<file path="src/rtl/pc_interface_read_bank_burst.sv">
// rtl/pc_interface_read_bank_burst.sv - snapshot shadow bank streamed as bursts over valid/ready
// Optional change flags per word: define READ_BANK_CHANGE_FLAG_EN.
module pc_interface_read_bank_burst #(
    parameter int DATA_WIDTH = 16,
    parameter int ADDR_WIDTH = 3,
    parameter int LEN_WIDTH  = ADDR_WIDTH + 1
) (
    input  logic                               i_clk,
    input  logic                               i_arst,
    input  logic [(DATA_WIDTH<<ADDR_WIDTH)-1:0] i_data,
    input  logic                               i_snap,
    input  logic                               i_rd_start,
    input  logic [ADDR_WIDTH-1:0]              i_rd_addr,
    input  logic [LEN_WIDTH-1:0]               i_rd_len,
    output logic                               o_rd_busy,
    output logic [DATA_WIDTH-1:0]              o_data,
    output logic                               o_valid,
    input  logic                               i_ready,
    output logic                               o_last,
    output logic                               o_snap_miss
`ifdef READ_BANK_CHANGE_FLAG_EN
    ,
    output logic [(1<<ADDR_WIDTH)-1:0]         o_chg_flags
`endif
);

    localparam int WORDS = 1 << ADDR_WIDTH;

    typedef enum logic {IDLE, STREAM} state_t;

    state_t                  state_q, state_d;
    logic [DATA_WIDTH-1:0]   shadow_q [WORDS];
    logic [DATA_WIDTH-1:0]   shadow_d [WORDS];
    logic [DATA_WIDTH-1:0]   live     [WORDS];
    logic [ADDR_WIDTH-1:0]   ptr_q, ptr_d;
    logic [LEN_WIDTH-1:0]    rem_q, rem_d, rem_start;
    logic [DATA_WIDTH-1:0]   data_q, data_d;
    logic                    valid_q, valid_d;
    logic                    last_q, last_d;
    logic                    busy_q, busy_d;
    logic                    miss_q, miss_d;
`ifdef READ_BANK_CHANGE_FLAG_EN
    logic [WORDS-1:0]        flags_q, flags_d;
`endif

    always_comb begin
        for (int k = 0; k < WORDS; k++) begin
            live[k] = i_data[k*DATA_WIDTH +: DATA_WIDTH];
        end
    end

    always_ff @(posedge i_clk or posedge i_arst) begin
        if (i_arst) begin
            state_q <= IDLE;
            for (int k = 0; k < WORDS; k++) begin
                shadow_q[k] <= '0;
            end
            ptr_q   <= '0;
            rem_q   <= '0;
            data_q  <= '0;
            valid_q <= 1'b0;
            last_q  <= 1'b0;
            busy_q  <= 1'b0;
            miss_q  <= 1'b0;
`ifdef READ_BANK_CHANGE_FLAG_EN
            flags_q <= '0;
`endif
        end else begin
            state_q <= state_d;
            for (int k = 0; k < WORDS; k++) begin
                shadow_q[k] <= shadow_d[k];
            end
            ptr_q   <= ptr_d;
            rem_q   <= rem_d;
            data_q  <= data_d;
            valid_q <= valid_d;
            last_q  <= last_d;
            busy_q  <= busy_d;
            miss_q  <= miss_d;
`ifdef READ_BANK_CHANGE_FLAG_EN
            flags_q <= flags_d;
`endif
        end
    end

    assign rem_start = (i_rd_len == '0) ? LEN_WIDTH'(WORDS) : i_rd_len;

    always_comb begin
        state_d = state_q;
        for (int k = 0; k < WORDS; k++) begin
            shadow_d[k] = shadow_q[k];
        end
        ptr_d   = ptr_q;
        rem_d   = rem_q;
        data_d  = data_q;
        valid_d = valid_q;
        last_d  = last_q;
        busy_d  = busy_q;
        miss_d  = 1'b0;
`ifdef READ_BANK_CHANGE_FLAG_EN
        flags_d = flags_q;
`endif
        case (state_q)
            IDLE: begin
                if (i_snap) begin
                    for (int k = 0; k < WORDS; k++) begin
                        shadow_d[k] = live[k];
`ifdef READ_BANK_CHANGE_FLAG_EN
                        flags_d[k] = (live[k] != shadow_q[k]);
`endif
                    end
                end
                if (i_rd_start) begin
                    ptr_d   = i_rd_addr;
                    rem_d   = rem_start;
                    // A coincident snapshot must be visible in the very first word.
                    data_d  = i_snap ? live[i_rd_addr] : shadow_q[i_rd_addr];
                    valid_d = 1'b1;
                    last_d  = (rem_start == LEN_WIDTH'(1));
                    busy_d  = 1'b1;
                    state_d = STREAM;
                end
            end
            STREAM: begin
                miss_d = i_snap;
                if (valid_q && i_ready) begin
`ifdef READ_BANK_CHANGE_FLAG_EN
                    flags_d[ptr_q] = 1'b0;
`endif
                    if (rem_q > LEN_WIDTH'(1)) begin
                        ptr_d  = ptr_q + ADDR_WIDTH'(1);
                        rem_d  = rem_q - LEN_WIDTH'(1);
                        data_d = shadow_q[ptr_q + ADDR_WIDTH'(1)];
                        last_d = (rem_q == LEN_WIDTH'(2));
                    end else begin
                        valid_d = 1'b0;
                        last_d  = 1'b0;
                        busy_d  = 1'b0;
                        state_d = IDLE;
                    end
                end
            end
            default: state_d = IDLE;
        endcase
    end

    assign o_rd_busy   = busy_q;
    assign o_data      = data_q;
    assign o_valid     = valid_q;
    assign o_last      = last_q;
    assign o_snap_miss = miss_q;
`ifdef READ_BANK_CHANGE_FLAG_EN
    assign o_chg_flags = flags_q;
`endif

endmodule

</file>
<file path="config.mk">
export PLATFORM = sky130hd
export DESIGN_NAME = pc_interface_read_bank_burst
export DESIGN_NICKNAME = d
export VERILOG_FILES = /design/src/rtl/pc_interface_read_bank_burst.sv
export SDC_FILE = /design/constraint.sdc
export NUM_CORES = 1
export LEC_CHECK = 0
export CAP_MARGIN = 20
export CORE_ASPECT_RATIO = 2
export CORE_MARGIN = 1
export CORE_UTILIZATION = 33
export DETAILED_ROUTE_END_ITERATION = 10
export HOLD_SLACK_MARGIN = 0.03
export PLACE_DENSITY = 0.63
export SLEW_MARGIN = 20
export SYNTH_ARGS = -nofsm -noshare
export SYNTH_HDL_FRONTEND = slang
export SYNTH_SLANG_ARGS = --single-unit
</file>
<file path="constraint.sdc">
create_clock -name i_clk -period 15.5 [get_ports i_clk]
set_clock_uncertainty 0.2 [all_clocks]
set_input_delay 3.1 -clock i_clk [delete_from_list [all_inputs] [get_ports i_clk]]
set_output_delay 3.1 -clock i_clk [all_outputs]
set_load 0.03 [all_outputs]
</file>
==> results by group, run 1 <==
Power
  – Max VDD drop: 0.0843 mV
  – Power per cell area: 162 nW/um^2
  – LEAKAGE: 0.00462 uW
  – PnR Total Power: 1920 uW

Route
  – Via/cell ratio: 5.61
  – Final wirelength: 29,200 um
  – Antenna viol nets, final: 0
  – Detailed Routing Iterations Pass 1: 5
  – Detailed Route Iter0 Violations: 380
  – DRC Markers: 0
  – DR WL/cell: 23.0 um
  – Routed vias: 7,096

Global route
  – Initial antenna violation count: 4
  – First-pass GRT wire length: 44,300 um
  – Pin count of the biggest net entering global routing: 100
  – GR Overflow Total: 0
  – Number of global-route vias before repair: 7,388
  – Overall Global Routing Usage: 20.3%

Clock tree
  – Postcts setup bufs: 0
  – CTS buffer count: 17
  – Post-CTS sizing: 0
  – CTS Sinks: 155
  – Clock Tree Buf Depth: 2
  – Clock Tree Root: clkbuf_16
  – Clock transition at path regs: 0.06 ns
  – Clock Latency Late Sink: 0.43 ns
  – Post-CTS Hold Fix Bufs: 0
  – H-Tree Depth: 4
  – CTS tree: built

Floorplan
  – Core area: 28,200 um^2
  – Die W: 122 um
  – Initial core utilization: 33.6%
  – Rows: 87
  – Full die area: 29,400 um^2
  – I/O pins: 160
  – Die H: 242 um

Synth
  – Post-synth EDFFs: 0
  – Mux cell area share after synthesis: 35.6%
  – Synth warn: 0
  – Adder-Cell Fraction of Synth Area: 0.528%
  – Unique cell type count in the Yosys netlist: 44
  – Compound-Gate Fraction of Synth Area: 10.7%
  – Syn Area/Cell: 12.3 um^2
  – Post-synth ARST share: 100%
  – Synthesized area: 9480 um^2
  – Post-Synthesis Cells: 773
  – Sequential area share after synthesis: 40.9%
  – Simple-Gate Fraction of Synth Area: 7.32%
  – XOR/XNOR Fraction of Synth Area: 0.185%
  – Main combinational cell family by area after synthesis: multiplexers
  – #FFs+latches synth: 155
  – Ys flop type: dfrtp_1
  – Net count after synthesis: 917

Place
  – Placed wire-length estimate: 19,300 um
  – Port bufs: 159
  – GPL Wtd Cong: 0.793

Critical path
  – Required time of the worst setup path: 15.67 ns
  – CP arrival: 6.43 ns
  – Class of the most critical setup path: in2reg
  – Critical path endpoint category: flop
  – Worst-path maximum fanout: 81
  – CP startpoint kind: input port

Layout
  – Most common cell after layout, fill and taps aside: mux2_2
  – Share of post-route cells with drive strength above 1: 33.7%
  – Most frequent cells in the layout: 194 x mux2_2, 158 x clkdlybuf4s50_1, 153 x dfrtp_1
  – Area Growth Syn to Fin: 25.1%
  – Fill count: 2,622
  – # nets final: 1,038

Timing
  – Tmin final: 6.26 ns
  – Fin crit share: 40.4%
  – Total negative slack: 0 ns
  – Slew headroom: 24.5%
  – F_max: 160 MHz
  – Max-slew violation count: 0
  – Final Hold Viols: 0
  – Finish-stage setup viols: 0
  – Worst slew pin tran: 1.13 ns
  – RSZ-0062 raised after global routing: no

Hold path
  – Hold Crit Class: reg2reg

Status
  – Status: completed

Flow run
  – Number of max-cap violations: 0
[metal layers]
layer  up-vias  routed length, um  global-route usage [%]
met2       232              14500                    32.5
li1       3218                  -                       -
met3        65               1510                    4.08
met5         -                  0                       0
met4         0               1100                    9.88
met1      3581              12100                    25.7
[flip-flops by register name (all words and copies together) (netlist names)]
signal	count
shadow_q	128
o_data	16
rem_q	4
ptr_q	3
o_last	1
o_rd_busy	1
o_snap_miss	1
state_q	1
[cells by family after synthesis]
| group | count (synthesis) |
|---|---|
| AO/OA/AOI/OAI | 148 |
| XOR/XNOR | 2 |
| adder cells (fa/ha/maj) | 4 |
| buffers and inverters | 78 |
| flip-flops | 155 |
| multiplexers | 257 |
| AND/OR/NAND/NOR | 129 |
[metrics by stage]
| step | instances | area (um^2) | hold slack, ns | util (%) | setup slack (ns) |
|---|---|---|---|---|---|
| floorplan | 773 | 9480 | 0.287 | - | 8.02 |
| global placement | 1231 | 11200 | 0.293 | 39.8 | 8.91 |
| detailed placement | 1231 | 11200 | 0.303 | 39.8 | 8.88 |
| CTS | 1261 | 11800 | 0.317 | 42.0 | 9.32 |
| global route | 1265 | 11900 | 0.340 | 42.0 | 9.06 |
| finish | 1265 | 11900 | 0.315 | 42.0 | 9.24 |
[report_power, final]
| group | total (uW) | internal (uW) | switching [uW] |
|---|---|---|---|
| sequential | 693 | 566 | 127 |
| combinational | 787 | 443 | 344 |
| clock | 443 | 275 | 167 |
[worst paths after layout]
path,end,slack [ns],cells after the start,start
max in group asynchronous,shadow_q[24],10.76,3,i_arst
worst max-delay path,o_data[3],9.24,7,i_snap
worst min register to register,o_data[4],0.31,1,o_data[4]
worst max register to register,o_data[3],11.67,7,state_q
worst min-delay path,o_data[4],0.31,1,o_data[4]
min in group asynchronous,shadow_q[126],3.04,2,i_arst
[Yosys cell counts (10+ instances only)]
library cell / instances / area (um^2)
o211ai_1: 17 / 128
o32a_1: 16 / 160
buf_6: 10 / 113
nor2b_1: 34 / 213
mux4_2: 29 / 653
mux2_2: 194 / 2180
buf_2: 36 / 180
mux2_4: 30 / 450
o22ai_1: 34 / 213
nand3_1: 35 / 175
a211oi_1: 33 / 248
nor3_1: 37 / 185
dfrtp_1: 155 / 3880
clkbuf_1: 20 / 75.1
o21ai_1: 31 / 155
[cell type report]
class,count,area (um^2),share of cell area (%)
Multi-Input combinational cell,540,5180,43.7
Sequential cell,155,3880,32.8
Timing Repair Buffer,173,1700,14.3
Clock buffer,22,464,3.92
Tap cell,356,445,3.76
Clock inverter,8,143,1.20
Inverter,7,31.3,0.264
Antenna cell,4,10.0,0.0845
[worst max-delay path: stages]
cell and delay [ns]:
clkdlybuf4s50_1 0.52, nor2b_4 0.68, buf_4 0.54, buf_4 0.85
o21ai_0 0.23, nor3_1 0.20, o32a_1 0.18
Note: power is estimated with default switching activity, not from simulation.
==> run 2, diff against run 1 <==
--- a/config.mk
+++ b/config.mk
@@ -11,7 +11,7 @@
 export CORE_UTILIZATION = 33
 export DETAILED_ROUTE_END_ITERATION = 10
 export HOLD_SLACK_MARGIN = 0.03
-export PLACE_DENSITY = 0.63
+export PLACE_DENSITY = 0.65
 export SLEW_MARGIN = 20
 export SYNTH_ARGS = -nofsm -noshare
 export SYNTH_HDL_FRONTEND = slang
==> constraint.sdc (replaced) <==
create_clock -name i_clk -period 5.2 [get_ports i_clk]
set_clock_uncertainty 0.2 [all_clocks]
set_input_delay 1.04 -clock i_clk [delete_from_list [all_inputs] [get_ports i_clk]]
set_output_delay 1.04 -clock i_clk [all_outputs]
set_load 0.03 [all_outputs]
==> run 2 against run 1 <==
- die area is the same
- cell count grew 0.55%
- setup slack lost 6.9 ns
- hold slack lost 0.014 ns
- via count grew 0.90%
- sequential power grew to 3.0 times the previous value
- combinational power grew to 3.0 times the previous value
- global-route usage shrank 0.36 points
- first-iteration DRC count grew 17%
- core utilization grew 0.51 points
==> results by group, run 2 (synthesis gave the netlist of run 1 again) <==
Global route
  – First-pass GRT wire length: 44,200 um
  – Initial antenna violation count: 2
  – Overall Global Routing Usage: 19.9%
  – Pin count of the biggest net entering global routing: 113
  – Number of global-route vias before repair: 7,585
  – GR Overflow Total: 0

Layout
  – Most frequent cells in the layout: 194 x mux2_2, 158 x clkdlybuf4s50_1, 153 x dfrtp_1
  – Area Growth Syn to Fin: 26.6%
  – Largest Register: shadow_q
  – Most common cell after layout, fill and taps aside: mux2_2
  – Fill count: 2,596
  – # nets final: 1,045
  – Largest register FFs: 128
  – Final Instance Area: 12,000 um^2
  – Share of post-route cells with drive strength above 1: 34.5%

Critical path
  – CP startpoint kind: input port
  – CP arrival: 3.03 ns
  – Critical path endpoint category: flop
  – CP max stage cell: buf_6
  – CP max stage delay: 0.56 ns
  – Required time of the worst setup path: 5.32 ns
  – Worst-path maximum fanout: 95
  – Cell-by-cell trace of the critical path: buf_6 > buf_4 > mux2_2 > o22ai_1 > nor3_1 > o32a_1
  – R2R Setup Slk: 2.35 ns
  – Top delay family on crit path: buffers and inverters
  – Class of the most critical setup path: in2reg
  – Number of buffers and inverters on the critical path: 2

Status
  – Status: completed

Power
  – Power per cell area: 486 nW/um^2
  – LEAKAGE: 0.00469 uW
  – Max VDD drop: 0.295 mV

Clock tree
  – Clock Tree Buf Depth: 2
  – Post-CTS Hold Fix Bufs: 0
  – H-Tree Depth: 4
  – Post-CTS sizing: 0
  – Postcts setup bufs: 0
  – Clock Latency Late Sink: 0.44 ns
  – Clock Tree Root: clkbuf_16
  – CTS tree: built
  – CTS Sinks: 155
  – Clock transition at path regs: 0.06 ns
  – CTS buffer count: 17

Floorplan
  – Rows: 87
  – Die W: 122 um
  – Initial core utilization: 33.6%
  – Die H: 242 um
  – Core area: 28,200 um^2
  – Full die area: 29,400 um^2
  – I/O pins: 160

Timing
  – RSZ-0062 raised after global routing: no
  – Slew headroom: 27.2%
  – Finish-stage setup viols: 0
  – Fin crit share: 55.9%
  – F_max: 344 MHz
  – Max-slew violation count: 0
  – Tmin final: 2.91 ns
  – Total negative slack: 0 ns
  – Final hold slack: 0.300 ns
  – Worst slew pin tran: 1.09 ns
  – Final Hold Viols: 0

Flow run
  – Number of max-cap violations: 0

Place
  – Port bufs: 159
  – Placed wire-length estimate: 19,500 um
  – GPL Wtd Cong: 0.821
  – Area after DPL: 11,300 um^2

Hold path
  – Hold Crit Class: reg2reg

Route
  – Final wirelength: 28,200 um
  – Routed vias: 7,160
  – DR WL/cell: 22.2 um
  – Detailed Route Iter0 Violations: 444
  – Detailed Routing Iterations Pass 1: 5
  – Via/cell ratio: 5.63
  – DRC Markers: 0
  – Antenna viol nets, final: 0
run 2: cell count changes in the layout (fill, tap and decap cells not counted), sizes merged:
cell / before / now
buf: 15 / 22
clkinvlp: 1 / 4
diode: 4 / 2
inv: 7 / 6
run 2: worst register-to-register path, delay by kind of cell, from the launching register on:
family,cells,cell delay (ns)
adder cells (fa/ha/maj),1,0.95
AO/OA/AOI/OAI,2,0.42
flip-flops,1,0.41
buffers and inverters,1,0.31
multiplexers,1,0.31
AND/OR/NAND/NOR,1,0.12
run 2: worst paths after layout:
kind / start / to / cells past startpoint
worst max-delay path: i_rd_addr[0] / o_data[3] / 6
worst max register to register: ptr_q[0] / o_data[10] / 6
worst min-delay path: o_data[13] / o_data[13] / 1
worst min register to register: o_data[13] / o_data[13] / 1
min in group asynchronous: i_arst / o_data[6] / 2
max in group asynchronous: i_arst / state_q / 4
run 2: metrics by stage:
step	util, %	total power, uW	worst slack, ns	std cells
CTS	42.5	5870	2.28	1269
floorplan	-	3740	2.00	773
global route	42.5	6140	2.18	1272
finish	42.5	5830	2.29	1272
global placement	40.1	4390	1.84	1236
detailed placement	40.1	4460	1.82	1237
run 2: area by class of cell:
type	instances	area, um^2	share of cell area [%]
Tap cell	356	445	3.71
Sequential cell	155	3880	32.4
Inverter	7	30.0	0.250
Multi-Input combinational cell	540	5170	43.1
Timing Repair Buffer	180	1800	15.0
Clock buffer	22	494	4.12
Antenna cell	2	5.00	0.0417
Clock inverter	10	161	1.35
run 2: layer usage:
metal  GRT usage [%]  wire length (um)
met5               0                 0
met4            10.3              1070
met3            3.94              1490
met2            31.1             13800
met1            25.7             11900
run 2: power by group:
part	switching (uW)	total, uW	internal (uW)
registers	387	2070	1690
logic	1030	2380	1350
clock network	514	1380	866
==> run 3, diff against run 2 <==
--- a/config.mk
+++ b/config.mk
@@ -11,7 +11,7 @@
 export CORE_UTILIZATION = 33
 export DETAILED_ROUTE_END_ITERATION = 10
 export HOLD_SLACK_MARGIN = 0.03
-export PLACE_DENSITY = 0.65
+export PLACE_DENSITY = 0.63
 export SLEW_MARGIN = 20
 export SYNTH_ARGS = -nofsm -noshare
 export SYNTH_HDL_FRONTEND = slang
==> constraint.sdc (replaced) <==
create_clock -name i_clk -period 2.7 [get_ports i_clk]
set_clock_uncertainty 0.2 [all_clocks]
set_input_delay 0.54 -clock i_clk [delete_from_list [all_inputs] [get_ports i_clk]]
set_output_delay 0.54 -clock i_clk [all_outputs]
set_load 0.03 [all_outputs]
==> run 3 against run 2 <==
- first-iteration DRC count shrank 8.1%
- routed wire length grew 3.7%
- clock power up 87%
- total power rose by 95%
- design area rose by 2.7%
- hold slack better by 0.0053 ns
- sequential power up 95%
- die area is the same
- global-route usage grew 0.79 points
- highest routed layer unchanged
==> results by group, run 3 (synthesis gave the netlist of run 1 again) <==
Status
  – Status: completed

Layout
  – Post-route non-filler standard cell count: 1,298
  – Most frequent cells in the layout: 194 x mux2_2, 158 x clkdlybuf4s50_1, 153 x dfrtp_1
  – Area Growth Syn to Fin: 30.0%
  – Largest Register: shadow_q
  – Largest register FFs: 128
  – # nets final: 1,067
  – Share of post-route cells with drive strength above 1: 35.7%
  – Post-layout util: 43.7%
  – Most common cell after layout, fill and taps aside: mux2_2

Critical path
  – Cell-by-cell trace of the critical path: ha_2 > buf_12 > mux4_2 > nand3_1 > o211ai_1 > o32a_1
  – CP startpoint kind: flop
  – Class of the most critical setup path: reg2reg
  – CP max stage cell: mux4_2
  – CP Launch Point: ptr_q[0]
  – RR Startpoint: ptr_q[0]
  – Number of buffers and inverters on the critical path: 1
  – R2R Setup Slk: 0.28 ns
  – Critical path endpoint category: flop
  – Required time of the worst setup path: 2.83 ns
  – Top delay family on crit path: multiplexers
  – Reg-to-reg endpoint: o_data[5]
  – Worst-path maximum fanout: 16
  – CP max stage delay: 0.54 ns
  – R2R depth: 6
  – CP arrival: 2.55 ns

Timing
  – RSZ-0062 raised after global routing: no
  – Final hold slack: 0.306 ns
  – Max-slew violation count: 0
  – Worst slew pin tran: 0.522 ns
  – Total negative slack: 0 ns
  – Finish-stage setup viols: 0
  – Tmin final: 2.42 ns
  – Slew headroom: 65.2%
  – Fin crit share: 89.8%
  – F_max: 413 MHz
  – Final Hold Viols: 0

Hold path
  – Hold Crit Class: reg2reg
  – Min-delay src: o_data[12]
  – Endpoint, Worst Hold: o_data[12]
  – Worst hold stages: 1

Global route
  – Initial antenna violation count: 6
  – First-pass GRT wire length: 45,600 um
  – Overall Global Routing Usage: 20.7%
  – GR Overflow Total: 0
  – Pin count of the biggest net entering global routing: 64
  – Number of global-route vias before repair: 7,679

Route
  – Final wirelength: 29,200 um
  – Routed vias: 7,261
  – DRC Markers: 0
  – DR WL/cell: 22.5 um
  – Detailed Routing Iterations Pass 1: 5
  – Antenna viol nets, final: 0
  – Via/cell ratio: 5.59
  – Detailed Route Iter0 Violations: 408

Floorplan
  – Initial core utilization: 33.6%
  – I/O pins: 160
  – Core area: 28,200 um^2
  – Rows: 87
  – Full die area: 29,400 um^2
  – Die H: 242 um
  – Die W: 122 um

Clock tree
  – Clock Tree Root: clkbuf_16
  – CTS Sinks: 155
  – CTS tree: built
  – Post-CTS Hold Fix Bufs: 0
  – H-Tree Depth: 4
  – Clock transition at path regs: 0.06 ns
  – Postcts setup bufs: 0
  – Clock Latency Late Sink: 0.44 ns
  – CTS buffer count: 17
  – Clock Tree Buf Depth: 2
  – Post-CTS sizing: 0

Place
  – Port bufs: 159
  – GPL Wtd Cong: 0.838
  – Placed wire-length estimate: 20,900 um
  – Cells after DPL: 1,260

Power
  – Max VDD drop: 0.626 mV
  – Power per cell area: 922 nW/um^2
  – LEAKAGE: 0.00485 uW
  – PnR Total Power: 11,400 uW

Flow run
  – Number of max-cap violations: 0
==> run 3: stage by stage <==
step | area (um^2) | setup WS, ns
2_1_floorplan | 9480 | 0.00110
3_3_place_gp | 11700 | 0.181
3_5_place_dp | 11700 | 0.206
4_1_cts | 12300 | 0.269
5_1_grt | 12300 | 0.239
6_report | 12300 | 0.276
==> run 3: where the power goes <==
part	leakage (uW)	total [uW]	internal (uW)	switching, uW
sequential	0.00188	4030	3250	775
clock	0.000310	2580	1630	951
combinational	0.00266	4760	2740	2030
total	0.00485	11400	7610	3750
==> run 3: routing by layer <==
layer | global-route usage, % | wire [um] | up-vias
met5 | 0 | 0 | -
met4 | 11.8 | 1300 | 0
met3 | 4.08 | 1470 | 68
met2 | 32.0 | 14300 | 262
met1 | 26.6 | 12200 | 3653
li1 | - | - | 3278
==> run 3: area by class of cell <==
type | instances | area [um^2]
Multi-Input combinational cell | 540 | 5170
Clock buffer | 27 | 533
Fill cell | 2575 | 15900
Tap cell | 356 | 445
Inverter | 7 | 30.0
Antenna cell | 6 | 15.0
Timing Repair Buffer | 202 | 2140
Clock inverter | 5 | 103
Sequential cell | 155 | 3880
==> run 3: how the worst max path moves through the flow <==
stage | endpoint | slack (ns) | cells after the start
finish | o_data[5] | 0.28 | 6
global route | o_data[5] | 0.24 | 6
CTS | o_data[5] | 0.27 | 6
detailed placement | o_data[4] | 0.21 | 6
global placement | o_data[2] | 0.18 | 6
floorplan | o_data[0] | 0.001 | 1
